==> config.mk <==
export PLATFORM = sky130hd
export DESIGN_NAME = board_move_engine
export DESIGN_NICKNAME = d
export VERILOG_FILES = /design/src/rtl/board_move_engine.sv
export SDC_FILE = /design/constraint.sdc
export NUM_CORES = 1
export LEC_CHECK = 0
export BUFFER_PORTS_ARGS = -buffer_cell sky130_fd_sc_hd__buf_2
export CORE_MARGIN = 1
export CORE_UTILIZATION = 60
export DETAILED_ROUTE_END_ITERATION = 10
export PLACE_DENSITY_LB_ADDON = 0.05
export SLEW_MARGIN = 20
export SYNTH_ARGS = -nofsm -noshare
export SYNTH_HDL_FRONTEND = slang
export SYNTH_SLANG_ARGS = --single-unit
==> constraint.sdc <==
create_clock -name clk -period 7.67 [get_ports clk]
set_clock_uncertainty 0.05 [all_clocks]
set_input_delay 1.1505 -clock clk [delete_from_list [all_inputs] [get_ports clk]]
set_output_delay 1.1505 -clock clk [all_outputs]
set_load 0.005 [all_outputs]
==> src/rtl/board_move_engine.sv <==
`default_nettype none
// ============================================================================
// Module   : board_move_engine
// Summary  : Runs one Othello-style move against the board memory: occupancy
//            check, eight-direction scan, per-direction flip, then placement.
// Revision : 1.0 - initial release
// ============================================================================
module board_move_engine #(
    parameter int WIDTH     = 8,
    parameter int HEIGHT    = 8,
    parameter int BUS_WIDTH = 8,
    parameter int CNT_WIDTH = $clog2(WIDTH * HEIGHT)
) (
    input  logic                       clk,
    input  logic                       reset,
    input  logic                       start,
    input  logic [$clog2(WIDTH)-1:0]   moveX,
    input  logic [$clog2(HEIGHT)-1:0]  moveY,
    input  logic [1:0]                 player,
    output logic [$clog2(WIDTH)-1:0]   readX,
    output logic [$clog2(HEIGHT)-1:0]  readY,
    input  logic [BUS_WIDTH-1:0]       readValue,
    output logic                       writeEn,
    output logic [$clog2(WIDTH)-1:0]   writeX,
    output logic [$clog2(HEIGHT)-1:0]  writeY,
    output logic [BUS_WIDTH-1:0]       writeValue,
    output logic                       busy,
    output logic                       done,
    output logic                       legal,
    output logic [CNT_WIDTH-1:0]       flipCount
);

    localparam int XW = $clog2(WIDTH);
    localparam int YW = $clog2(HEIGHT);

    localparam logic [2:0] S_IDLE     = 3'd0;
    localparam logic [2:0] S_CHECK    = 3'd1;
    localparam logic [2:0] S_DIR_INIT = 3'd2;
    localparam logic [2:0] S_SCAN     = 3'd3;
    localparam logic [2:0] S_FLIP     = 3'd4;
    localparam logic [2:0] S_NEXT_DIR = 3'd5;
    localparam logic [2:0] S_PLACE    = 3'd6;
    localparam logic [2:0] S_DONE     = 3'd7;

    localparam logic [XW:0]        X_LIMIT = (XW + 1)'(WIDTH);
    localparam logic [YW:0]        Y_LIMIT = (YW + 1)'(HEIGHT);
    localparam logic signed [XW:0] X_POS   = {{XW{1'b0}}, 1'b1};
    localparam logic signed [XW:0] X_NEG   = {(XW + 1){1'b1}};
    localparam logic signed [YW:0] Y_POS   = {{YW{1'b0}}, 1'b1};
    localparam logic signed [YW:0] Y_NEG   = {(YW + 1){1'b1}};
    localparam logic [CNT_WIDTH-1:0] CNT_ONE = {{(CNT_WIDTH - 1){1'b0}}, 1'b1};

    logic [2:0]             state;
    logic [XW-1:0]          origin_x;
    logic [YW-1:0]          origin_y;
    logic [1:0]             mover;
    logic [2:0]             dir;
    logic signed [XW:0]     cur_x;
    logic signed [YW:0]     cur_y;
    logic [CNT_WIDTH-1:0]   run;
    logic [CNT_WIDTH-1:0]   flip_count;
    logic                   legal_r;

    logic signed [XW:0]     step_x;
    logic signed [YW:0]     step_y;
    logic [BUS_WIDTH-1:0]   own_code;
    logic [BUS_WIDTH-1:0]   opp_code;
    logic                   off_board;
    logic                   is_opp;
    logic                   is_own;

    // Direction table, y grows downward: E, SE, S, SW, W, NW, N, NE
    always_comb begin
        step_x = '0;
        step_y = '0;
        case (dir)
            3'd0: begin step_x = X_POS; step_y = '0;    end
            3'd1: begin step_x = X_POS; step_y = Y_POS; end
            3'd2: begin step_x = '0;    step_y = Y_POS; end
            3'd3: begin step_x = X_NEG; step_y = Y_POS; end
            3'd4: begin step_x = X_NEG; step_y = '0;    end
            3'd5: begin step_x = X_NEG; step_y = Y_NEG; end
            3'd6: begin step_x = '0;    step_y = Y_NEG; end
            default: begin step_x = X_POS; step_y = Y_NEG; end
        endcase
    end

    assign own_code  = BUS_WIDTH'(mover);
    assign opp_code  = BUS_WIDTH'(2'd3 - mover);
    assign is_own    = (readValue == own_code);
    assign is_opp    = (readValue == opp_code);

    // One step past the far edge wraps into the sign bit, so the sign test
    // alone catches both the negative and the power-of-two overflow cases.
    assign off_board = cur_x[XW] || cur_y[YW] ||
                       ({1'b0, cur_x[XW-1:0]} >= X_LIMIT) ||
                       ({1'b0, cur_y[YW-1:0]} >= Y_LIMIT);

    always_ff @(posedge clk or posedge reset) begin
        if (reset) begin
            state      <= S_IDLE;
            origin_x   <= '0;
            origin_y   <= '0;
            mover      <= '0;
            dir        <= '0;
            cur_x      <= '0;
            cur_y      <= '0;
            run        <= '0;
            flip_count <= '0;
            legal_r    <= 1'b0;
        end else begin
            case (state)
                S_IDLE: begin
                    if (start) begin
                        origin_x   <= moveX;
                        origin_y   <= moveY;
                        mover      <= player;
                        flip_count <= '0;
                        legal_r    <= 1'b0;
                        state      <= S_CHECK;
                    end
                end
                S_CHECK: begin
                    if (readValue != '0) begin
                        state <= S_DONE;
                    end else begin
                        dir   <= '0;
                        state <= S_DIR_INIT;
                    end
                end
                S_DIR_INIT: begin
                    cur_x <= $signed({1'b0, origin_x}) + step_x;
                    cur_y <= $signed({1'b0, origin_y}) + step_y;
                    run   <= '0;
                    state <= S_SCAN;
                end
                S_SCAN: begin
                    if (off_board || !(is_opp || is_own)) begin
                        state <= S_NEXT_DIR;
                    end else if (is_opp) begin
                        run   <= run + CNT_ONE;
                        cur_x <= cur_x + step_x;
                        cur_y <= cur_y + step_y;
                    end else if (run != '0) begin
                        cur_x <= cur_x - step_x;
                        cur_y <= cur_y - step_y;
                        state <= S_FLIP;
                    end else begin
                        state <= S_NEXT_DIR;
                    end
                end
                S_FLIP: begin
                    flip_count <= flip_count + CNT_ONE;
                    run        <= run - CNT_ONE;
                    cur_x      <= cur_x - step_x;
                    cur_y      <= cur_y - step_y;
                    if (run == CNT_ONE) begin
                        state <= S_NEXT_DIR;
                    end
                end
                S_NEXT_DIR: begin
                    if (dir == 3'd7) begin
                        state <= (flip_count != '0) ? S_PLACE : S_DONE;
                    end else begin
                        dir   <= dir + 3'd1;
                        state <= S_DIR_INIT;
                    end
                end
                S_PLACE: begin
                    legal_r <= 1'b1;
                    state   <= S_DONE;
                end
                S_DONE: begin
                    state <= S_IDLE;
                end
                default: begin
                    state <= S_IDLE;
                end
            endcase
        end
    end

    // During writes the read port is parked on a cell that is never the
    // write target: the (still empty) origin while flipping, its x-neighbour
    // while placing.
    always_comb begin
        readX = cur_x[XW-1:0];
        readY = cur_y[YW-1:0];
        case (state)
            S_CHECK, S_FLIP: begin
                readX = origin_x;
                readY = origin_y;
            end
            S_PLACE: begin
                readX = origin_x ^ XW'(1);
                readY = origin_y;
            end
            default: begin
            end
        endcase
    end

    assign writeEn    = (state == S_FLIP) || (state == S_PLACE);
    assign writeX     = (state == S_PLACE) ? origin_x : cur_x[XW-1:0];
    assign writeY     = (state == S_PLACE) ? origin_y : cur_y[YW-1:0];
    assign writeValue = own_code;
    assign busy       = (state != S_IDLE) && (state != S_DONE);
    assign done       = (state == S_DONE);
    assign legal      = legal_r;
    assign flipCount  = flip_count;

endmodule
`default_nettype wire

# --- Word-level counts from Yosys, hierarchy flattened ---
# Index checks and enable logic that the tools add are counted.
# W data, S select, Z words.
word_totals:
  inputBits: 19
  wordCells: 110
  reg_bits: 35
  out_inout_bits: 30
op_classes:
  mux: 33
  eq_ne: 26
  addsub: 11
  bitwise: 1
  reduce_logical: 29
op_table:
  columns: ["operator", "count"]
  rows:
  - ["$mux W3", 11]
  - ["$eq A3 B3 Y1 const B", 8]
  - ["$mux W4", 6]
  - ["$pmux W3 S8", 1]
  - ["$pmux W4 S3", 2]
  - ["$mux W6", 3]
  - ["$pmux W6 S3", 1]
  - ["$add A4 B4 Y4", 4]
  - ["$pmux W4 S2", 2]
  - ["$add A6 B1 Y6 const B", 2]
  - ["$eq A3 B2 Y1 const B", 4]
  - ["$ne A2 B2 Y1 const B", 6]
  - ["$pmux W3 S2", 2]
  - ["$pmux W6 S2", 1]
  - ["$reduce_and A3 Y1", 4]
  - ["$reduce_bool A6 Y1", 2]
  - ["$ne A3 B3 Y1 const B", 3]
  - ["$reduce_or A3 Y1", 3]
  - ["$eq A8 B2 Y1", 1]
  - ["$eq A8 B8 Y1", 1]
  - ["$reduce_bool A8 Y1", 1]
  - ["$sub A4 B4 Y4", 2]
  - ["$eq A3 B1 Y1 const B", 2]
  - ["$eq A6 B1 Y1 const B", 1]
  - ["14 further kinds", 27]

# --- Longest topological paths before layout ---
depth:
  ltp_word: 8
  mapped_depth: 12
  mapped_depth_nobuf: 12

# --- Worst setup path before layout ---
# Ideal clock, no wire load.
synth_timing:
  path_type: "reg2out"
  start: "reg state[2]"
  end: "out readX[1]"
  arrival_time_ns: 1.469
  stages_incl_launch_ff: 7
  path_slack_ns: 5.000
  path_buffers: 2
  t_required_ns: 6.469
  cell_sequence: "dfrtp_1 > buf_2 > inv_2 > buf_2 > nor2_1 > nor2_1 > mux2_2"
synth_between:
  elab_chain_cells: 3
  word_cells_on_any_way: 5
  classes_between: "eq/ne (3); mux (1); reduce/logical (1)"
synth_lines:
  columns: ["item", "line", "rtl"]
  rows:
  - ["start: declaration", "53", "logic [2:0] state;"]
  - ["start signal: assignment", "163", "state <= (flip_count != '0) ? S_PLACE : S_DONE;"]
  - ["$eq A3 B3 Y1 / $eq A3 B1 Y1 (equally long branches)", "189", "case (state)"]
  - ["$reduce_or A2 Y1", "189", null]
  - ["$pmux W3 S2 *", "189", null]
  - ["end: declaration", "20", "output logic [$clog2(WIDTH)-1:0] readX,"]
# Mark *: on every way between the ends. The rest lies on a longest branch, timed or not.

# --- Final worst setup path ---
layout_timing:
  start: "reg state[1]"
  end: "out readY[0]"
layout_between:
  elab_chain_cells: 3
  word_cells_on_any_way: 5
  classes_between: "eq/ne (3); mux (1); reduce/logical (1)"
layout_lines:
  columns: ["item", "line", "rtl"]
  rows:
  - ["$eq A3 B3 Y1 / $eq A3 B1 Y1 (equally long branches)", "189", null]
  - ["$reduce_or A3 Y1 (no source line) *", null, null]
  - ["$mux W3 *", "189", null]
  - ["end: declaration", "21", "output logic [$clog2(HEIGHT)-1:0] readY,"]
# Marks and branches as above.

==> results.cfg <==
[global_route]
antenna_found_initial = 0
busiest_layer = met2
grt_pass1_vias = 2501
overflow = 0
grtUsageMet3 = 0.0492
grt_usage = 0.281
grt_pass1_wl_mm = 11.3
grt_use_met1 = 0.369
grt_util_met2 = 0.470
grt_max_degree = 36

[timing]
hold_viol_final = 0
relSlewSlack = 0.417
rsz0062_at_grt = false
fin_tns_setup_ns = 0
max_freq_mhz = 297
slew_viol_final = 0
hold_ws_ns = 0.425
worst_pin_slew_ns = 0.870
period_needed_ns = 3.37
setup_viol = 0
fin_crit_sh = 0.439

[power_and_ir_drop]
combPwrFrac = 0.645
switchingPower_mw = 0.755
p_clk_frac = 0.087
p_leak_nw = 1.56
peakVddDrop_mv = 0.255
p_int_mw = 0.771
powerDensity_nw_per_um2 = 477
p_seq_frac = 0.267
swShare = 0.495

[die]
dieArea_um2 = 5140
design.core.area_um2 = 4500
dieWidth_um = 71.7
io_pins = 49
rows = 24
die_h_um = 71.7
initial_core_util = 0.646

[layout]
layout-drive-gt1-share = 0.198
multi_input_area_um2 = 1870
area_delta_synth_final_pct = 9.97
nNetsFinal = 434
fillers = 364
seqCellArea_um2 = 876
antenna_cells = 0

[yosys]
syn_avg_cell_area_um2 = 8.46
synth_edf_count = 0
synth_area_leaders = dfrtp_1 (30%), ha_1 (12%), nand2_1 (6.7%)
synthCells = 344
yosys.area.top_type_share = 0.301
yosysSeqAreaShare = 0.301
yosys.area.top_type = dfrtp_1
synth.cell_area_um2 = 2910
synth.most_common_cell = nand2_1
yosysWarnings = 0
synth_seq_cells = 35
ys.flop_type = dfrtp_1
yosys-top-cells-count = nand2_1 (52), dfrtp_1 (35), ha_1 (29)
synth_cell_types = 55
ys_async_sr_fraction = 1.00

[cts]
clk_pin_slew_worst_paths_ns = 0.07
ctsRootBufferMaster = clkbuf_8
hold_buffers = 0
cts_resized = 0
h-tree-depth = 2
numCtsBuffers = 5
clkLatencyLatePin_ns = 0.29
clock-sinks = 35
clk_path_buf_depth = 2
cts_tree = built
cts_setup_buffers = 0

[placed_design]
portBuffers = 42
gp_congestion = 0.901
dp_hpwl_mm = 4.87

[detailed_routing]
ant_nets = 0
vias = 2580
viasPerCell = 5.92
firstDrtPassIters = 4
routed_wirelength_mm = 6.58
wl_per_cell_um = 15.1
drc = 0
drtIter0Drc = 158

[critical_path]
cpMostUsedCell = nor2_1
critical_path.cell_chain = nand2b_1, nor2_1, nor2_1, mux2_2, buf_2
slowest_stage = dfrtp_1
critPathKind = register to primary output
critPathTopFamily = simple AND/OR/NAND/NOR gates
required_ns = 6.47
crit_fanout = 11
end_kind = primary output
startpoint_type = register
max_stage_delay_ns = 0.54
crit_arrival_ns = 2.17
path_depth = 5
crit_buf_inv = 1
r2r_cells = 11

[outcome]
outcome = completed

[hold_path]
hold_path_depth = 2
hold_class = register to register

[flow_run]
drv_cap = 0
[cell usage in the layout, fill, tap and decap left out, types with 5 or more instances in the layout]
master	instances
a21oi_1	24
a31oi_1	7
buf_2	42
clkbuf_8	5
conb_1	6
dfrtp_1	35
ha_1	29
inv_1	21
mux2_2	11
nand2_1	52
nand3_1	14
nor2_1	28
nor3_1	7
o21ai_0	20
xnor2_1	8
[flip-flops by register name, indices dropped and copies added, names as in the netlist]
name,count
cur_x,4
cur_y,4
dir,3
flipCount,6
legal,1
mover,2
origin_x,3
origin_y,3
run,6
state,3
[path summary, 6_finish.rpt]
path,slack (ns),start,endpoint
max,4.30,state[1],readY[0]
min,0.43,legal,legal
max reg2reg,4.72,dir[0],cur_x[3]
min reg2reg,0.43,legal,legal
max in group asynchronous,6.33,reset,dir[2]
min in group asynchronous,0.91,reset,flipCount[4]
[cells by family after synthesis]
logic type / after synthesis / share of synthesized area
buffers and inverters: 39 / 0.0627
flip-flops: 35 / 0.301
XOR/XNOR: 12 / 0.0361
AO/OA/AOI/OAI: 83 / 0.187
other: 1 / 0.00129
AND/OR/NAND/NOR: 128 / 0.214
multiplexers: 14 / 0.0529
adder cells (fa/ha/maj): 32 / 0.145
[through the flow]
step	instance area (um^2)	std cells	worst slack (ns)	utilization	total power, mW
finish	3200	436	4.30	0.711	1.53
floorplan	2930	349	5.00	-	1.13
CTS	3190	435	4.32	0.709	1.51
detailed placement	3110	427	4.58	0.691	1.37
global route	3200	436	4.17	0.711	1.69
global placement	3110	427	4.65	0.691	1.34
[worst register-to-register path: cells and delay by family (launching register included)]
family                     cells  cell delay, ns
and+or+nand+nor                4            0.98
AOI/OAI and AO/OA              4            0.74
adders and majority gates      2            0.52
DFF                            1            0.44
buffers and inverters          1            0.13
[layout make-up]
class | count | area share
timing repair buffer | 44 | 0.0703
sequential | 35 | 0.274
clock inverter | 1 | 0.00156
multi-input combinational | 275 | 0.585
tap | 52 | 0.0203
inverter | 22 | 0.0258
clock buffer | 7 | 0.0238
[routing by layer]
| layer | vias up | routed length [um] | share of wire |
|---|---|---|---|
| met3 | 11 | 249 | 0.038 |
| met2 | 70 | 3090 | 0.47 |
| li1 | 1277 | - | - |
| met1 | 1222 | 3150 | 0.48 |
| met4 | 0 | 89 | 0.014 |
| met5 | - | 0 | 0 |
[power by group through the flow]
stage | sequential [mW] | clock, mW | combinational (mW)
2_1_floorplan | 0.351 | 0 | 0.776
3_3_place_gp | 0.405 | 0 | 0.936
3_5_place_dp | 0.408 | 0 | 0.963
4_1_cts | 0.405 | 0.135 | 0.973
5_1_grt | 0.427 | 0.141 | 1.12
6_report | 0.408 | 0.133 | 0.985
(Power assumes the default switching activity.)
